**src/rtl/graph_pkg.sv**
```systemverilog
// Shared types and defaults for the graph fetch/writeback blocks.
// The writer state enum is also used by benches to decode the FSM state.
package graph_pkg;

   localparam int GRAPH_ADDR_W     = 32;
   localparam int GRAPH_DATA_W     = 32;
   localparam int GRAPH_DIM        = 4;
   localparam int GRAPH_FIFO_DEPTH = 8;

   typedef enum logic [1:0] {
      ST_IDLE  = 2'd0,
      ST_WRITE = 2'd1,
      ST_DONE  = 2'd2
   } wr_state_t;

endpackage

```
**src/rtl/graph_pos_writer_if.sv**
```systemverilog
// Request, position-stream and memory write-port signals of graph_pos_writer.
// The slave modport is the writer; the master modport is the surrounding datapath and memory.
interface graph_pos_writer_if
   import graph_pkg::*;
#(
   parameter int ADDR_W = GRAPH_ADDR_W,
   parameter int DATA_W = GRAPH_DATA_W
) ();

   logic [ADDR_W-1:0] v_addr_in;
   logic              valid_in;
   logic              ready_out;
   logic [DATA_W-1:0] pos_data_in;
   logic              pos_valid_in;
   logic              pos_ready_out;
   logic              mem_wr_out;
   logic [ADDR_W-1:0] mem_addr_out;
   logic [DATA_W-1:0] mem_data_out;
   logic              mem_ready_in;
   logic              done_out;
   logic              busy_out;
   logic              fifo_full_out;
   logic              fifo_empty_out;

   modport slave (
      input  v_addr_in, valid_in, pos_data_in, pos_valid_in, mem_ready_in,
      output ready_out, pos_ready_out, mem_wr_out, mem_addr_out, mem_data_out,
             done_out, busy_out, fifo_full_out, fifo_empty_out
   );

   modport master (
      output v_addr_in, valid_in, pos_data_in, pos_valid_in, mem_ready_in,
      input  ready_out, pos_ready_out, mem_wr_out, mem_addr_out, mem_data_out,
             done_out, busy_out, fifo_full_out, fifo_empty_out
   );

endinterface

```
**src/rtl/sync_fifo.sv**
```systemverilog
// Single-clock show-ahead FIFO: rd_data always presents the head entry.
// Writes while full and reads while empty are ignored.
module sync_fifo #(
   parameter int DATA_W = 32,
   parameter int DEPTH  = 8
) (
   input  logic              clk_in,
   input  logic              rst_in,
   input  logic              wr_en,
   input  logic [DATA_W-1:0] wr_data,
   input  logic              rd_en,
   output logic [DATA_W-1:0] rd_data,
   output logic              full,
   output logic              empty
);

   localparam int AW = $clog2(DEPTH);
   localparam logic [AW:0] DEPTH_C = (AW+1)'(DEPTH);

   logic [DATA_W-1:0] mem [DEPTH];
   logic [AW-1:0]     wr_ptr_q;
   logic [AW-1:0]     rd_ptr_q;
   logic [AW:0]       count_q;
   logic              wr_ok;
   logic              rd_ok;

   assign full    = (count_q == DEPTH_C);
   assign empty   = (count_q == '0);
   assign wr_ok   = wr_en && !full;
   assign rd_ok   = rd_en && !empty;
   assign rd_data = mem[rd_ptr_q];

   always_ff @(posedge clk_in) begin
      if (!rst_in) begin
         wr_ptr_q <= '0;
         rd_ptr_q <= '0;
         count_q  <= '0;
      end else begin
         if (wr_ok) wr_ptr_q <= wr_ptr_q + 1'b1;
         if (rd_ok) rd_ptr_q <= rd_ptr_q + 1'b1;
         case ({wr_ok, rd_ok})
            2'b10:   count_q <= count_q + 1'b1;
            2'b01:   count_q <= count_q - 1'b1;
            default: count_q <= count_q;
         endcase
      end
   end

   // Storage needs no reset; the pointers alone define what is valid.
   always_ff @(posedge clk_in) begin
      if (wr_ok) mem[wr_ptr_q] <= wr_data;
   end

endmodule

```
**src/rtl/graph_pos_writer.sv**
```systemverilog
// Commits DIM position words of one vertex to graph memory at base..base+DIM-1,
// buffering the producer through a FIFO so memory stalls never drop or repeat data.
//
//   state    | meaning
//   ---------+---------------------------------------------------------
//   ST_IDLE  | waiting for a vertex request, position stream closed
//   ST_WRITE | accepting words into the FIFO and issuing memory writes
//   ST_DONE  | last write accepted; done_out pulses for this one cycle
module graph_pos_writer
   import graph_pkg::*;
#(
   parameter int DIM        = GRAPH_DIM,
   parameter int ADDR_W     = GRAPH_ADDR_W,
   parameter int DATA_W     = GRAPH_DATA_W,
   parameter int FIFO_DEPTH = GRAPH_FIFO_DEPTH
) (
   input  logic               clk_in,
   input  logic               rst_in,
   graph_pos_writer_if.slave  bus
);

   localparam int CNT_W = $clog2(DIM + 1);
   localparam logic [CNT_W-1:0] DIM_C    = CNT_W'(DIM);
   localparam logic [CNT_W-1:0] DIM_M1_C = CNT_W'(DIM - 1);

   wr_state_t         state_q;
   wr_state_t         state_d;
   logic [ADDR_W-1:0] base_q;
   logic [CNT_W-1:0]  in_cnt_q;
   logic [CNT_W-1:0]  ld_cnt_q;
   logic [CNT_W-1:0]  wr_cnt_q;
   logic              out_vld_q;
   logic [ADDR_W-1:0] out_addr_q;
   logic [DATA_W-1:0] out_data_q;

   logic              fifo_wr;
   logic              fifo_full;
   logic              fifo_empty;
   logic [DATA_W-1:0] fifo_head;
   logic              start;
   logic              load;
   logic              wr_accept;
   logic              last_accept;

   assign start       = (state_q == ST_IDLE) && bus.valid_in;
   assign wr_accept   = out_vld_q && bus.mem_ready_in;
   assign last_accept = wr_accept && (wr_cnt_q == DIM_M1_C);
   // Output register refills when empty or when its current word leaves this cycle.
   assign load        = (state_q == ST_WRITE) && !fifo_empty && (!out_vld_q || bus.mem_ready_in);

   assign bus.pos_ready_out  = (state_q == ST_WRITE) && !fifo_full && (in_cnt_q != DIM_C);
   assign fifo_wr            = bus.pos_valid_in && bus.pos_ready_out;

   assign bus.ready_out      = (state_q == ST_IDLE);
   assign bus.busy_out       = (state_q != ST_IDLE);
   assign bus.done_out       = (state_q == ST_DONE);
   assign bus.mem_wr_out     = out_vld_q;
   assign bus.mem_addr_out   = out_addr_q;
   assign bus.mem_data_out   = out_data_q;
   assign bus.fifo_full_out  = fifo_full;
   assign bus.fifo_empty_out = fifo_empty;

   sync_fifo #(
      .DATA_W (DATA_W),
      .DEPTH  (FIFO_DEPTH)
   ) u_pos_fifo (
      .clk_in  (clk_in),
      .rst_in  (rst_in),
      .wr_en   (fifo_wr),
      .wr_data (bus.pos_data_in),
      .rd_en   (load),
      .rd_data (fifo_head),
      .full    (fifo_full),
      .empty   (fifo_empty)
   );

   always_ff @(posedge clk_in) begin
      if (!rst_in) state_q <= ST_IDLE;
      else         state_q <= state_d;
   end

   always_comb begin
      state_d = state_q;
      case (state_q)
         ST_IDLE:  if (bus.valid_in) state_d = ST_WRITE;
         ST_WRITE: if (last_accept)  state_d = ST_DONE;
         ST_DONE:  state_d = ST_IDLE;
         default:  state_d = ST_IDLE;
      endcase
   end

   always_ff @(posedge clk_in) begin
      if (!rst_in) begin
         base_q     <= '0;
         in_cnt_q   <= '0;
         ld_cnt_q   <= '0;
         wr_cnt_q   <= '0;
         out_vld_q  <= 1'b0;
         out_addr_q <= '0;
         out_data_q <= '0;
      end else begin
         if (start) begin
            base_q   <= bus.v_addr_in;
            in_cnt_q <= '0;
            ld_cnt_q <= '0;
            wr_cnt_q <= '0;
         end else begin
            if (fifo_wr)   in_cnt_q <= in_cnt_q + 1'b1;
            if (load)      ld_cnt_q <= ld_cnt_q + 1'b1;
            if (wr_accept) wr_cnt_q <= wr_cnt_q + 1'b1;
         end

         // Address follows load order, so it wraps modulo 2^ADDR_W on its own.
         if (load) begin
            out_vld_q  <= 1'b1;
            out_addr_q <= base_q + ADDR_W'(ld_cnt_q);
            out_data_q <= fifo_head;
         end else if (wr_accept) begin
            out_vld_q  <= 1'b0;
         end
      end
   end

endmodule

```
**src/flat_wrapper.sv**
```systemverilog
// flat-port wrapper written by rule: the top's interface ports become plain ports
module graph_pos_writer_flat import graph_pkg::*;
#(
   parameter int DIM        = GRAPH_DIM,
   parameter int ADDR_W     = GRAPH_ADDR_W,
   parameter int DATA_W     = GRAPH_DATA_W,
   parameter int FIFO_DEPTH = GRAPH_FIFO_DEPTH
)
  (clk_in, rst_in, bus_v_addr_in, bus_valid_in, bus_pos_data_in, bus_pos_valid_in, bus_mem_ready_in, bus_ready_out, bus_pos_ready_out, bus_mem_wr_out, bus_mem_addr_out, bus_mem_data_out, bus_done_out, bus_busy_out, bus_fifo_full_out, bus_fifo_empty_out);
  graph_pos_writer_if #(.ADDR_W(ADDR_W), .DATA_W(DATA_W)) bus_i ();
  input  logic clk_in;
  input  logic rst_in;
  input wire logic [$bits(bus_i.v_addr_in)-1:0] bus_v_addr_in;
  input wire logic [$bits(bus_i.valid_in)-1:0] bus_valid_in;
  input wire logic [$bits(bus_i.pos_data_in)-1:0] bus_pos_data_in;
  input wire logic [$bits(bus_i.pos_valid_in)-1:0] bus_pos_valid_in;
  input wire logic [$bits(bus_i.mem_ready_in)-1:0] bus_mem_ready_in;
  output wire logic [$bits(bus_i.ready_out)-1:0] bus_ready_out;
  output wire logic [$bits(bus_i.pos_ready_out)-1:0] bus_pos_ready_out;
  output wire logic [$bits(bus_i.mem_wr_out)-1:0] bus_mem_wr_out;
  output wire logic [$bits(bus_i.mem_addr_out)-1:0] bus_mem_addr_out;
  output wire logic [$bits(bus_i.mem_data_out)-1:0] bus_mem_data_out;
  output wire logic [$bits(bus_i.done_out)-1:0] bus_done_out;
  output wire logic [$bits(bus_i.busy_out)-1:0] bus_busy_out;
  output wire logic [$bits(bus_i.fifo_full_out)-1:0] bus_fifo_full_out;
  output wire logic [$bits(bus_i.fifo_empty_out)-1:0] bus_fifo_empty_out;
  assign bus_i.v_addr_in = bus_v_addr_in;
  assign bus_i.valid_in = bus_valid_in;
  assign bus_i.pos_data_in = bus_pos_data_in;
  assign bus_i.pos_valid_in = bus_pos_valid_in;
  assign bus_i.mem_ready_in = bus_mem_ready_in;
  assign bus_ready_out = bus_i.ready_out;
  assign bus_pos_ready_out = bus_i.pos_ready_out;
  assign bus_mem_wr_out = bus_i.mem_wr_out;
  assign bus_mem_addr_out = bus_i.mem_addr_out;
  assign bus_mem_data_out = bus_i.mem_data_out;
  assign bus_done_out = bus_i.done_out;
  assign bus_busy_out = bus_i.busy_out;
  assign bus_fifo_full_out = bus_i.fifo_full_out;
  assign bus_fifo_empty_out = bus_i.fifo_empty_out;
  graph_pos_writer #(.DIM(DIM), .ADDR_W(ADDR_W), .DATA_W(DATA_W), .FIFO_DEPTH(FIFO_DEPTH)) u_core (.clk_in(clk_in), .rst_in(rst_in), .bus(bus_i));
endmodule
```
**config.mk**
```make
export PLATFORM = sky130hd
export DESIGN_NAME = graph_pos_writer_flat
export DESIGN_NICKNAME = d
export VERILOG_FILES = /design/src/rtl/graph_pkg.sv /design/src/rtl/graph_pos_writer_if.sv /design/src/rtl/sync_fifo.sv /design/src/rtl/graph_pos_writer.sv /design/src/flat_wrapper.sv
export SDC_FILE = /design/constraint.sdc
export NUM_CORES = 1
export LEC_CHECK = 0
export ABC_AREA = 1
export ABC_CLOCK_PERIOD_IN_PS = 6400
export CAP_MARGIN = 20
export CORE_MARGIN = 2
export CORE_UTILIZATION = 60
export CTS_CLUSTER_SIZE = 16
export DETAILED_ROUTE_END_ITERATION = 16
export PLACE_DENSITY = 0.94
export RECOVER_POWER = 25
export SLEW_MARGIN = 20
export SYNTH_ARGS = -nofsm -noshare
export SYNTH_HDL_FRONTEND = slang
export SYNTH_SLANG_ARGS = --single-unit
```
**constraint.sdc**
```tcl
create_clock -name clk_in -period 6.4 [get_ports clk_in]
set_clock_uncertainty 0.1 [all_clocks]
set_input_delay 1.28 -clock clk_in [delete_from_list [all_inputs] [get_ports clk_in]]
set_output_delay 1.28 -clock clk_in [all_outputs]
set_load 0.02 [all_outputs]
```
==> results.ini <==
[worst_setup_path]
r2r_setup_slack_ps = 3660
worst_setup_path_end_kind = output port
required_ps = 5020
path_common_cell = inv_1
cpMaxStageDelayCell = clkdlybuf4s50_1
crit_end = bus_pos_ready_out
path_cells = inv_1, ha_1, nand2_1, inv_1, nor3_1, clkdlybuf4s50_1
critical_path.startpoint_type = register
r2r_start = u_core.u_pos_fifo.rd_ptr_q[0]
rr_worst_depth = 9
critPathLaunch = u_core.in_cnt_q[0]
r2r_end = u_core.bus.mem_data_out[24]
critPathKind = register to output port
cp.arrival_ps = 2010
cp_slowest_stage_delay_ps = 630
cp_max_fo = 3

[synthesis]
synth.yosys.seq_area_share_pct = 65.5
syn_avg_cell_area_um2 = 10.4
synth_nets = 1561
ys.flop_type = edfxtp_1
synthCells = 1477
synth_seq_cells = 374
synth-async-reset-ratio_pct = 0
synth_cell_types = 36
synth_area_um2 = 15300
synth_edf_count = 256
yosysWarnings = 0

[timing]
period_minus_slack_ps = 3390
maxSlewViolCount = 0
setup_ws_ps = 3010
max_freq_mhz = 295
relSlewSlack_pct = 41.2
worst_pin_slew_ps = 883
rsz0062_at_grt = no
setup_viol = 0
hold_violations = 0
setup_tns_ps = 0
fin_crit_sh_pct = 53.0

[global_routing]
grt_pass1_wl_um = 58600
antenna_found_initial = 3
grt_usage_pct = 28.4
grt_pass1_vias = 11200
overflow = 0
grt_max_degree = 119

[cells_and_area]
fin_cells = 1955
drive_gt1_share_pct = 6.11
nets = 1677
final_area_um2 = 18200
final_util_pct = 72.3
syn2layout_area_growth_pct = 18.4

[job]
maxCapViolCount = 0

[hold_path]
hp-class = register to register

[pwr]
power.internal_w = 0.00445
p_sw_share_pct = 27.3
p_switching_w = 0.00167
p_per_area_nw_per_um2 = 337
peakVddDrop_mv = 0.275
p_leak_nw = 6.47
power.share.combinational_pct = 16.6
power.share.clock_pct = 37.0
seqPwrFrac_pct = 46.4

[placed_design]
dpl.hpwl_um = 21300
dp.cells = 1883
place_ws_ps = 2500
port-buffer-count = 139
dpl_cell_area_um2 = 16800
place_congestion = 0.926

[run_status]
outcome = completed

[cts]
cts_made_buffers = 37
cts_tree = yes
cts.sinks = 374
ctsResizeCount = 0
htree_levels = 2
clock_path_buffers = 3
clkSlewWorstSetupHoldPaths_ps = 60
root_buffer = clkbuf_16
clk_latency_ps = 540
hold_buffers = 0
cts_setup_buffers = 0

[drt]
drt-initial-drc-count = 1371
avgViaCountPerCell = 5.89
final_antenna_net_count = 0
firstDrtPassIters = 6
wl_um = 38200
dr_total_vias = 11500
drc = 0
avgRoutedWirePerCell_um = 19.5

[floorplan]
dieHeight_um = 164
start_util_pct = 61.1
coreArea_um2 = 25100
pin_count = 140
die_w_um = 164
num_rows = 58
die_area_um2 = 26900

-- layout by cell type, fill, tap and decap left out, drive strengths merged, types with 3 or more instances in the layout --
cell / count
a21oi: 61
nor3: 6
inv: 134
dfxtp: 118
nand2: 185
ha: 13
clkdlybuf4s50: 115
clkinv: 11
clkinvlp: 4
o21a: 18
o22ai: 27
bufinv: 5
nor2: 259
buf: 18
nand3: 46
diode: 4
o211ai: 64
clkbuf: 46
nand4: 3
o21ai: 190
edfxtp: 256
xor2: 8
dlygate4sd3: 23
-- power groups by stage --
stage	clock network, W	registers [W]	logic (W)
after floorplan	0	0.00294	0.000559
after global placement	0	0.00288	0.000948
after detailed placement	0	0.00288	0.000989
after CTS	0.00227	0.00284	0.00101
after global routing	0.00237	0.00285	0.00111
final	0.00226	0.00284	0.00102
-- worst min path at each step --
stage | startpoint | endpoint | slack (ps) | cells after the start
after floorplan | u_core.wr_cnt_q[1] | u_core.wr_cnt_q[1] | 340 | 2
after global placement | u_core.wr_cnt_q[2] | u_core.wr_cnt_q[2] | 350 | 2
after detailed placement | u_core.wr_cnt_q[2] | u_core.wr_cnt_q[2] | 360 | 2
after CTS | u_core.wr_cnt_q[2] | u_core.wr_cnt_q[2] | 360 | 2
after global routing | u_core.wr_cnt_q[2] | u_core.wr_cnt_q[2] | 410 | 2
final | u_core.wr_cnt_q[2] | u_core.wr_cnt_q[2] | 370 | 2
-- logic make-up after synthesis --
family | count (synthesis) | share of synthesized area, %
compound gates | 362 | 13.4
xor+xnor | 9 | 0.514
fa+ha+maj | 15 | 1.32
buf+inv | 212 | 6.13
flops | 374 | 65.5
simple gates | 505 | 13.1
-- synth_stat cells, types with 2 or more instances --
| cell | number | share of area (%) |
|---|---|---|
| nand4_1 | 3 | 0.12 |
| a21oi_1 | 61 | 2.0 |
| o21ai_1 | 29 | 0.95 |
| clkbuf_1 | 32 | 0.78 |
| dfxtp_1 | 118 | 15 |
| nand2_2 | 2 | 0.082 |
| nand2_1 | 183 | 4.5 |
| nand3_2 | 3 | 0.20 |
| a211oi_1 | 2 | 0.098 |
| fa_1 | 2 | 0.26 |
| ha_1 | 13 | 1.1 |
| inv_2 | 4 | 0.098 |
| or2_2 | 2 | 0.082 |
| nand3_1 | 43 | 1.4 |
| o22ai_1 | 27 | 1.1 |
| buf_1 | 2 | 0.049 |
| buf_4 | 10 | 0.49 |
| o211ai_1 | 64 | 3.1 |
| o21a_1 | 18 | 0.88 |
| inv_1 | 128 | 3.1 |
| nor2_2 | 2 | 0.082 |
| nor2_1 | 257 | 6.3 |
| buf_2 | 21 | 0.69 |
| edfxtp_1 | 256 | 50 |
| nor3_1 | 6 | 0.20 |
| xor2_1 | 8 | 0.46 |
| clkbuf_2 | 5 | 0.16 |
| buf_6 | 8 | 0.59 |
| o21ai_0 | 161 | 5.3 |
-- sequential cells by signal (all words and copies together) (netlist names) --
| name | cells |
|---|---|
| u_core.base_q | 32 |
| u_core.bus.mem_addr_out | 32 |
| u_core.bus.mem_data_out | 32 |
| u_core.bus.mem_wr_out | 1 |
| u_core.in_cnt_q | 3 |
| u_core.ld_cnt_q | 3 |
| u_core.state_q | 2 |
| u_core.u_pos_fifo.count_q | 4 |
| u_core.u_pos_fifo.mem | 256 |
| u_core.u_pos_fifo.rd_ptr_q | 3 |
| u_core.u_pos_fifo.wr_ptr_q | 3 |
| u_core.wr_cnt_q | 3 |
-- routing by layer --
metal  up-vias  part of all wire [%]  global-route usage (%)
met5         -                     0                       0
met2       670                    51                    50.1
met1      5437                    37                    35.4
met4         0                   2.7                    10.8
li1       5303                     -                       -
met3        97                   8.9                    4.32
-- worst max-delay path, delay by kind of cell, from the launching register on --
kind          cells  cell delay [ps]
buf+inv           3              740
flops             1              350
simple gates      2              220
fa+ha+maj         1              180
-- metrics by stage --
step | total power (W) | hold slack [ps]
after CTS | 0.00612 | 364
after floorplan | 0.00350 | 345
final | 0.00612 | 365
after detailed placement | 0.00387 | 355
after global placement | 0.00383 | 353
after global routing | 0.00633 | 406
-- final cells by class --
type	instances	area [um2]
sequential	374	10100
fill	1633	6950
multi-input combinational	891	4370
timing repair buffer	156	1530
clock buffer	46	1000
inverter	133	503
tap	330	413
clock inverter	21	278
antenna	4	10.0
No activity file was read; power rests on OpenSTA's default activity.
